File: src/rtl/mul_sequencer_if.sv
// EXE-stage <-> shift-add multiplier handshake bundle.
// The master modport is the EXE stage; the slave modport is the multiplier.
`ifndef EXE_MUL
`define EXE_MUL 4'b1010
`endif

interface mul_sequencer_if;
    logic        valid;
    logic [3:0]  exe_cmd;
    logic [31:0] val1;
    logic [31:0] val2;
    logic        flush;
    logic        stall;
    logic        done;
    logic [31:0] mul_out;
    logic [3:0]  nzcv;

    modport master (
        output valid, exe_cmd, val1, val2, flush,
        input  stall, done, mul_out, nzcv
    );

    modport slave (
        input  valid, exe_cmd, val1, val2, flush,
        output stall, done, mul_out, nzcv
    );
endinterface

File: src/rtl/mul_sequencer.sv
// Sequential shift-add 32x32 multiplier (low 32 bits) with a pipeline stall and a done pulse.
// Optional MUL_SEQUENCER_EARLY_EXIT_EN ends the RUN phase once the remaining multiplier bits are zero.
module mul_sequencer (
    input  logic           clk,
    input  logic           rst,
    mul_sequencer_if.slave bus
);
    localparam int unsigned DATA_W = 32;
    localparam int unsigned CNT_W  = 5;
    localparam int unsigned FLAG_W = 4;
    localparam logic [CNT_W-1:0] CNT_LAST = CNT_W'(DATA_W - 1);

    typedef enum logic [1:0] {
        S_IDLE = 2'd0,
        S_RUN  = 2'd1,
        S_DONE = 2'd2
    } state_t;

    state_t              r_state;
    state_t              w_state_nxt;

    logic [DATA_W-1:0]   r_acc;
    logic [DATA_W-1:0]   r_mcand;
    logic [DATA_W-1:0]   r_mplier;
    logic [CNT_W-1:0]    r_cnt;
    logic                r_done;
    logic [DATA_W-1:0]   r_mul_out;
    logic [FLAG_W-1:0]   r_nzcv;

    logic                w_start;
    logic                w_last;
    logic                w_load;
    logic                w_step;
    logic                w_finish;
    logic                w_stall;
    logic [DATA_W-1:0]   w_acc_sum;
    logic [DATA_W-1:0]   w_mcand_shl;
    logic [DATA_W-1:0]   w_mplier_shr;
    logic [FLAG_W-1:0]   w_nzcv_nxt;

    assign w_start      = bus.valid & (bus.exe_cmd == `EXE_MUL) & ~bus.flush;
    assign w_acc_sum    = r_mplier[0] ? (r_acc + r_mcand) : r_acc;
    assign w_mcand_shl  = r_mcand << 1;
    assign w_mplier_shr = r_mplier >> 1;
    assign w_nzcv_nxt   = {w_acc_sum[DATA_W-1], (w_acc_sum == '0), 2'b00};

    // Last RUN edge: fixed 32 steps, or earlier once no multiplier bits remain.
`ifdef MUL_SEQUENCER_EARLY_EXIT_EN
    assign w_last = (w_mplier_shr == '0) | (r_cnt == CNT_LAST);
`else
    assign w_last = (r_cnt == CNT_LAST);
`endif

    always_ff @(posedge clk or posedge rst) begin
        if (rst) begin
            r_state <= S_IDLE;
        end else begin
            r_state <= w_state_nxt;
        end
    end

    // Flush outranks completion; DONE always falls back to IDLE.
    always_comb begin
        w_state_nxt = r_state;
        case (r_state)
            S_IDLE: begin
                if (w_start) begin
                    w_state_nxt = S_RUN;
                end
            end
            S_RUN: begin
                if (bus.flush) begin
                    w_state_nxt = S_IDLE;
                end else if (w_last) begin
                    w_state_nxt = S_DONE;
                end
            end
            S_DONE: begin
                w_state_nxt = S_IDLE;
            end
            default: begin
                w_state_nxt = S_IDLE;
            end
        endcase
    end

    always_comb begin
        w_load   = 1'b0;
        w_step   = 1'b0;
        w_finish = 1'b0;
        w_stall  = 1'b0;
        case (r_state)
            S_IDLE: begin
                w_load  = w_start;
                w_stall = w_start;
            end
            S_RUN: begin
                w_stall  = 1'b1;
                w_step   = ~bus.flush;
                w_finish = ~bus.flush & w_last;
            end
            default: begin
                w_stall = 1'b0;
            end
        endcase
        if (rst) begin
            w_stall = 1'b0;
        end
    end

    always_ff @(posedge clk or posedge rst) begin
        if (rst) begin
            r_acc    <= '0;
            r_mcand  <= '0;
            r_mplier <= '0;
            r_cnt    <= '0;
        end else if (w_load) begin
            r_acc    <= '0;
            r_mcand  <= bus.val1;
            r_mplier <= bus.val2;
            r_cnt    <= '0;
        end else if (w_step) begin
            r_acc    <= w_acc_sum;
            r_mcand  <= w_mcand_shl;
            r_mplier <= w_mplier_shr;
            r_cnt    <= r_cnt + CNT_W'(1);
        end
    end

    // Result and flags are captured only on the edge entering DONE.
    always_ff @(posedge clk or posedge rst) begin
        if (rst) begin
            r_done    <= 1'b0;
            r_mul_out <= '0;
            r_nzcv    <= '0;
        end else begin
            r_done <= w_finish;
            if (w_finish) begin
                r_mul_out <= w_acc_sum;
                r_nzcv    <= w_nzcv_nxt;
            end
        end
    end

    assign bus.stall   = w_stall;
    assign bus.done    = r_done;
    assign bus.mul_out = r_mul_out;
    assign bus.nzcv    = r_nzcv;

endmodule

File: src/flat_wrapper.sv
// flat-port wrapper written by rule: the top's interface ports become plain ports
module mul_sequencer_flat 
  (clk, rst, bus_valid, bus_exe_cmd, bus_val1, bus_val2, bus_flush, bus_stall, bus_done, bus_mul_out, bus_nzcv);
  mul_sequencer_if bus_i ();
  input  logic clk;
  input  logic rst;
  input wire logic [$bits(bus_i.valid)-1:0] bus_valid;
  input wire logic [$bits(bus_i.exe_cmd)-1:0] bus_exe_cmd;
  input wire logic [$bits(bus_i.val1)-1:0] bus_val1;
  input wire logic [$bits(bus_i.val2)-1:0] bus_val2;
  input wire logic [$bits(bus_i.flush)-1:0] bus_flush;
  output wire logic [$bits(bus_i.stall)-1:0] bus_stall;
  output wire logic [$bits(bus_i.done)-1:0] bus_done;
  output wire logic [$bits(bus_i.mul_out)-1:0] bus_mul_out;
  output wire logic [$bits(bus_i.nzcv)-1:0] bus_nzcv;
  assign bus_i.valid = bus_valid;
  assign bus_i.exe_cmd = bus_exe_cmd;
  assign bus_i.val1 = bus_val1;
  assign bus_i.val2 = bus_val2;
  assign bus_i.flush = bus_flush;
  assign bus_stall = bus_i.stall;
  assign bus_done = bus_i.done;
  assign bus_mul_out = bus_i.mul_out;
  assign bus_nzcv = bus_i.nzcv;
  mul_sequencer u_core (.clk(clk), .rst(rst), .bus(bus_i));
endmodule
File: config.mk
export PLATFORM = sky130hd
export DESIGN_NAME = mul_sequencer_flat
export DESIGN_NICKNAME = d
export VERILOG_FILES = /design/src/rtl/mul_sequencer_if.sv /design/src/rtl/mul_sequencer.sv /design/src/flat_wrapper.sv
export SDC_FILE = /design/constraint.sdc
export NUM_CORES = 1
export LEC_CHECK = 0
export BUFFER_PORTS_ARGS = -buffer_cell sky130_fd_sc_hd__buf_2
export CORE_MARGIN = 3
export CORE_UTILIZATION = 50
export CTS_CLUSTER_DIAMETER = 80
export DETAILED_ROUTE_END_ITERATION = 7
export PLACE_DENSITY_LB_ADDON = 0.12
export SLEW_MARGIN = 20
export SYNTH_ARGS = -nofsm -noshare
export SYNTH_HDL_FRONTEND = slang
export SYNTH_SLANG_ARGS = --single-unit
File: constraint.sdc
create_clock -name clk -period 4.9 [get_ports clk]
set_input_delay 0.49 -clock clk [delete_from_list [all_inputs] [get_ports clk]]
set_output_delay 0.49 -clock clk [all_outputs]
set_load 0.03 [all_outputs]
# Word-level counts from Yosys, hierarchy flattened
# Index checks and enable logic that the tools add are counted.
classes:
  addsub: 2
  shift: 0
  n_bitwise: 4
  n_div: 0
  multipliers: 0
  magnitude_cmp: 0
  reduce_logical: 4
  n_mux: 18
  eq_ne: 5
op_table:
  columns: ["operator", "count"]
  rows:
  - ["2-to-1 mux 32 bit", 7]
  - ["adder 32 bit", 1]
  - ["zero test 32 bit", 1]
  - ["2-to-1 mux 5 bit", 2]
  - ["2-to-1 mux 2 bit", 3]
  - ["adder 5 x 1 -> 5 bit, second input constant", 1]
  - ["== test 5 bit, second input constant", 1]
  - ["== test 4 bit, second input constant", 1]
  - ["2-to-1 mux 1 bit", 4]
  - ["one-hot mux 2 bit (2 select lines)", 1]
  - ["AND 1 bit", 3]
  - ["inequality test 3 x 2 -> 1 bit, second input constant", 1]
  - ["== test 2 x 1 -> 1 bit, second input constant", 1]
  - ["zero test 2 bit", 1]
  - ["inequality test 2 x 1 -> 1 bit, second input constant", 1]
  - ["one-hot mux 1 bit (2 select lines)", 1]
  - ["AND reduction 2 bit", 1]
  - ["nonzero test 2 bit", 1]
  - ["NOT 1 bit", 1]
totals:
  reg_bits: 138
  mem_count: 0
  ramBits: 0
  romBits: 0
  latchBits: 0
  word_cells: 41
  output_inout_bits: 38

# Depth between registers and ports, before layout
logic_depth:
  word_depth: 5
  depth_mapped: 11
  depth_no_buf: 11

# Worst setup path after synthesis
# OpenSTA, ideal clock, no wires.
synth_path:
  kind: "register -> register"
  start: "register u_core.r_mcand[0]"
  end: "register u_core.r_nzcv[2] (netlist: u_core.bus.nzcv[2])"
  required_time_ps: 4808
  setup_ps: 92
  path_slack_ps: 1881
  path_stages_with_launch: 12
  arrival_ps: 2927
  path_cell_list: "dfrtp_1 ha_1 fa_1 a211oi_2 o211ai_2 and3b_1 o21ai_2 a211oi_1 or3_1 a311oi_1 nand4_1 o31ai_2"
synth_between:
  elab_chain_len: 3
synth_lines:
  columns: ["item", "line_no", "source"]
  rows:
  - ["from (decl)", "mul_sequencer.sv:23", "logic [DATA_W-1:0] r_mcand;"]
  - ["from (signal assigned)", "mul_sequencer.sv:119", "r_mcand <= bus.val1;"]
  - ["from (signal assigned)", "mul_sequencer.sv:124", "r_mcand <= w_mcand_shl;"]
  - ["adder 32 bit", "mul_sequencer.sv:42", "assign w_acc_sum = r_mplier[0] ? (r_acc + r_mcand) : r_acc;"]
  - ["2-to-1 mux 32 bit", "mul_sequencer.sv:42", null]
  - ["zero test 32 bit", "mul_sequencer.sv:45", "assign w_nzcv_nxt = {w_acc_sum[DATA_W-1], (w_acc_sum == '0), 2'b00};"]
  - ["to (signal assigned)", "mul_sequencer.sv:140", "r_nzcv <= w_nzcv_nxt;"]
  - ["to (decl)", "mul_sequencer.sv:28", "logic [FLAG_W-1:0] r_nzcv;"]
# No other way between the ends.
# A chain may end at the register's enable or synchronous reset.

# Worst setup path in the final report
# Same ends and word-level chain as after synthesis.

==> impl_results.html <==
<table>
<tr><th>Metric</th><th>Value</th></tr>
<tr><th colspan="2">Status</th></tr>
<tr><td>Status</td><td>complete, no violations</td></tr>
<tr><th colspan="2">Power and ir drop</th></tr>
<tr><td>Cell leakage power</td><td>4.423 nW</td></tr>
<tr><td>Sequential Power Share</td><td>35.8%</td></tr>
<tr><td>Worst voltage drop across the vdd grid</td><td>0.2812 mV</td></tr>
<tr><td>Fraction of power consumed by combinational cells</td><td>33.5%</td></tr>
<tr><td>P per Cell Area</td><td>467.2 nW/µm²</td></tr>
<tr><td>Cell-internal power</td><td>2.731 mW</td></tr>
<tr><td>Clock Power Share</td><td>30.7%</td></tr>
<tr><td>Overall power after layout</td><td>4.358 mW</td></tr>
<tr><td>Switching fraction of total power</td><td>37.35%</td></tr>
<tr><td>Net switching power figure</td><td>1.628 mW</td></tr>
<tr><th colspan="2">Place</th></tr>
<tr><td>Final HPWL DP</td><td>13.99 mm</td></tr>
<tr><td>Weighted congestion reported at the end of routability-driven placement</td><td>0.8710</td></tr>
<tr><td>Port buffer count</td><td>107</td></tr>
<tr><th colspan="2">Clock network</th></tr>
<tr><td>Number of clock buffers inserted by TritonCTS</td><td>17</td></tr>
<tr><td>Deepest clock path buffer count</td><td>2</td></tr>
<tr><td>Max H-tree Level</td><td>4</td></tr>
<tr><td>TritonCTS clock tree</td><td>yes</td></tr>
<tr><td>Clock edge transition at the registers on the reported setup and hold paths</td><td>60 ps</td></tr>
<tr><td>Clock Sinks</td><td>137</td></tr>
<tr><td># resized after CTS</td><td>0</td></tr>
<tr><td>Count of buffers added by post-CTS timing repair for setup</td><td>0</td></tr>
<tr><td>Clk root buf</td><td>clkbuf_16</td></tr>
<tr><td>Hold buffer count at CTS</td><td>0</td></tr>
<tr><td>Worst-skew pair later-pin latency</td><td>430 ps</td></tr>
<tr><th colspan="2">Critical path</th></tr>
<tr><td>Cell family with the largest share of critical-path delay</td><td>compound AO/OA/AOI/OAI gates</td></tr>
<tr><td>CP Data Required Time</td><td>5240 ps</td></tr>
<tr><td>Startpoint kind of the worst setup timing path</td><td>flip-flop</td></tr>
<tr><td>Setup Crit Path Kind</td><td>flip-flop to flip-flop</td></tr>
<tr><td>CP Buf/Inv Count</td><td>0</td></tr>
<tr><td>Slowest cell on the critical path</td><td>fa_1</td></tr>
<tr><td>Worst EP arrival</td><td>3800 ps</td></tr>
<tr><td>Maximum cell stage delay along the critical path</td><td>470 ps</td></tr>
<tr><td>Flop-to-flop setup slack</td><td>1450 ps</td></tr>
<tr><td>Number of stages on the worst setup path</td><td>11</td></tr>
<tr><td>Ordered list of cells on the worst path</td><td>ha_1 -&gt; fa_1 -&gt; a211oi_2 -&gt; o21ai_1 -&gt; a211oi_2 -&gt; o21ai_1 -&gt; mux2_1 -&gt; a21oi_1 -&gt; and4_1 -&gt; nand4_1 -&gt; o31ai_2</td></tr>
<tr><td>Worst setup EP type</td><td>flip-flop</td></tr>
<tr><td>Worst Reg-to-Reg Cells</td><td>11</td></tr>
<tr><td>CP Max Fanout</td><td>5</td></tr>
<tr><th colspan="2">Floorplan</th></tr>
<tr><td>Floorplan die height</td><td>133.0 µm</td></tr>
<tr><td>Std-Cell Rows</td><td>45</td></tr>
<tr><td>Die X</td><td>133.0 µm</td></tr>
<tr><td>Die footprint</td><td>17700 µm²</td></tr>
<tr><td>Initial standard-cell utilization of the core</td><td>52.12%</td></tr>
<tr><td>Core Box Area</td><td>15480 µm²</td></tr>
<tr><td>Top-level port count</td><td>110</td></tr>
<tr><th colspan="2">GRT</th></tr>
<tr><td>Vias in the first global route</td><td>6724</td></tr>
<tr><td>Initial antenna violation count</td><td>0</td></tr>
<tr><td>Overall track demand over capacity in global routing</td><td>23.68%</td></tr>
<tr><td>Wire length of the first global-routing pass</td><td>34.00 mm</td></tr>
<tr><td>Grt ovf</td><td>0</td></tr>
<tr><td>Maximum number of pins on one net before global-route repair</td><td>130</td></tr>
<tr><th colspan="2">Synthesis</th></tr>
<tr><td>Leading register cell type out of synthesis</td><td>dfrtp_1</td></tr>
<tr><td>Number of synthesized register bits</td><td>137</td></tr>
<tr><td>Number of enable flip-flop cells after synthesis</td><td>0</td></tr>
<tr><td>Yosys warning count</td><td>0</td></tr>
<tr><td>Post-synth cell types</td><td>76</td></tr>
<tr><td>Syn Std Cell Area</td><td>8070 µm²</td></tr>
<tr><td>Number of instances in the synthesized netlist</td><td>903</td></tr>
<tr><td>Fraction of registers with async set or reset after synthesis</td><td>100.0%</td></tr>
<tr><td>Sequential cell area fraction in the yosys report</td><td>42.48%</td></tr>
<tr><td>Post-synthesis area per instance</td><td>8.937 µm²</td></tr>
<tr><th colspan="2">STA</th></tr>
<tr><td>Worst Hold Margin</td><td>229.7 ps</td></tr>
<tr><td>RSZ-0062 raised after global routing</td><td>no</td></tr>
<tr><td>Worst-case clock skew</td><td>9.851 ps</td></tr>
<tr><td>Worst-Margin Slew</td><td>851.9 ps</td></tr>
<tr><td>Count of pins over their slew limit</td><td>0</td></tr>
<tr><td>Setup violations, final</td><td>0</td></tr>
<tr><td>Post-route setup TNS</td><td>0 ps</td></tr>
<tr><td>Count of final hold-check violations</td><td>0</td></tr>
<tr><td>Maximum achievable frequency</td><td>0.2898 GHz</td></tr>
<tr><td>Post-layout minimum cycle time</td><td>3451 ps</td></tr>
<tr><td>Slew Limit Headroom</td><td>43.20%</td></tr>
<tr><td>Final critical-path share of the clock period</td><td>70.43%</td></tr>
<tr><th colspan="2">Cells and area</th></tr>
<tr><td>Net count reported at finish</td><td>1085</td></tr>
<tr><td>Proportion of layout cells with a drive suffix above 1</td><td>17.84%</td></tr>
<tr><td>Top library cells by usage in the layout, fill and taps aside</td><td>199 x nand2_1, 136 x dfrtp_1, 107 x buf_2</td></tr>
<tr><td>Most frequent standard cell in the layout excluding fill and tap cells</td><td>nand2_1</td></tr>
<tr><td>Post-route core utilization</td><td>60.25%</td></tr>
<tr><td>Synth-to-Final Area Change</td><td>15.60%</td></tr>
<tr><td>Antenna fix cells</td><td>0</td></tr>
<tr><th colspan="2">Drt</th></tr>
<tr><td>TritonRoute pass-1 iters</td><td>8</td></tr>
<tr><td>Drt initial violations</td><td>668</td></tr>
<tr><td>Total number of vias</td><td>7072</td></tr>
<tr><td>Routed Wire Length</td><td>20.59 mm</td></tr>
<tr><td>Avg Vias per Cell</td><td>5.879</td></tr>
<tr><td>Remaining routing DRC violations</td><td>0</td></tr>
<tr><td>Post-route antenna net violation count</td><td>0</td></tr>
<tr><td>Average wire per cell in the routed design</td><td>17.12 µm</td></tr>
<tr><th colspan="2">Hold path</th></tr>
<tr><td>Hold Path Class</td><td>input port to async pin</td></tr>
<tr><th colspan="2">Job</th></tr>
<tr><td>Maxcap violations</td><td>0</td></tr>
</table>
power groups by stage:
stage               Clock [mW]  Sequential (mW)  Combinational, mW
floorplan                    0             1.49               1.13
global placement             0             1.57               1.41
detailed placement           0             1.57               1.43
CTS                       1.36             1.56               1.44
global route              1.41             1.59               1.63
finish                    1.34             1.56               1.46
kinds of logic (layout without fill, tap and decap cells):
| group | Yosys count | in the layout | share of synthesized area (%) |
|---|---|---|---|
| other | 1 | 2 | 0.04647 |
| buffers and inverters | 72 | 160 | 3.736 |
| adders and majority gates | 34 | 34 | 5.364 |
| xor gates and xnor gates | 8 | 8 | 0.8683 |
| muxes | 40 | 40 | 5.008 |
| and+or+nand+nor | 326 | 326 | 18.62 |
| AOI/OAI and AO/OA | 285 | 285 | 23.88 |
| DFF | 137 | 137 | 42.48 |
synth_stat cells (5+ instances only):
| cell type | number | area, µm² |
|---|---|---|
| a31oi_1 | 5 | 31.28 |
| a22oi_1 | 35 | 262.8 |
| or3_1 | 7 | 43.79 |
| nand2b_1 | 6 | 37.54 |
| nand4_1 | 11 | 68.82 |
| nor2_1 | 27 | 101.4 |
| o22ai_1 | 29 | 181.4 |
| xnor2_1 | 5 | 43.79 |
| buf_2 | 12 | 60.06 |
| a21oi_1 | 35 | 175.2 |
| ha_1 | 33 | 412.9 |
| and3_1 | 6 | 37.54 |
| mux2i_1 | 37 | 370.4 |
| a21o_1 | 11 | 82.58 |
| o21ai_0 | 95 | 475.5 |
| a211oi_1 | 6 | 45.04 |
| nand3_1 | 10 | 50.05 |
| dfrtp_1 | 137 | 3428 |
| inv_1 | 13 | 48.80 |
| nand2_1 | 200 | 750.7 |
| clkbuf_1 | 40 | 150.1 |
| and4_1 | 8 | 70.07 |
| o21a_1 | 8 | 60.06 |
| nor2b_1 | 6 | 37.54 |
| nor3_1 | 19 | 95.09 |
sequential cells by signal (all words and copies together), names as in the netlist:
name and count:
u_core.bus.nzcv 2, u_core.r_mplier 32, u_core.bus.mul_out 31, u_core.r_mcand 32, u_core.r_acc 32, u_core.r_state 2
u_core.bus.done 1, u_core.r_cnt 5
through the flow:
stage          instances  instance area [µm²]  setup slack (ps)
2_1_floorplan        904                 8074             742.2
3_3_place_gp        1171                 8717              1565
3_5_place_dp        1171                 8717              1479
4_1_cts             1203                 9329              1441
5_1_grt             1203                 9329              1113
6_report            1203                 9329              1449
layer usage:
layer / vias to the layer above / share of wire [%] / global-route usage (%)
met2: 205 / 44 / 35.95
met3: 22 / 5.5 / 4.905
li1: 3463 / - / -
met1: 3382 / 49 / 33.90
met4: 0 / 1.5 / 7.910
met5: - / 0 / 0
area by class of cell:
cell class | instances | area [µm²]
inverters | 13 | 53.80
clock inverters | 13 | 168.9
flip-flops and latches | 137 | 3430
multi-input cells | 695 | 4362
fillers | 1384 | 6155
clock buffers | 19 | 442.9
repair buffers | 115 | 608.1
well taps | 211 | 264.0
worst paths after layout:
| path | end | start |
|---|---|---|
| max | u_core.bus.nzcv[2] | u_core.r_mcand[0] |
| min | u_core.r_mplier[6] | rst |
| max reg2reg | u_core.bus.nzcv[2] | u_core.r_mcand[0] |
| min reg2reg | u_core.bus.mul_out[13] | u_core.bus.mul_out[13] |
| max in group asynchronous | u_core.r_mcand[16] | rst |
| min in group clk | u_core.r_mcand[26] | bus_val1[26] |
No activity file was read; power rests on OpenSTA's default activity.
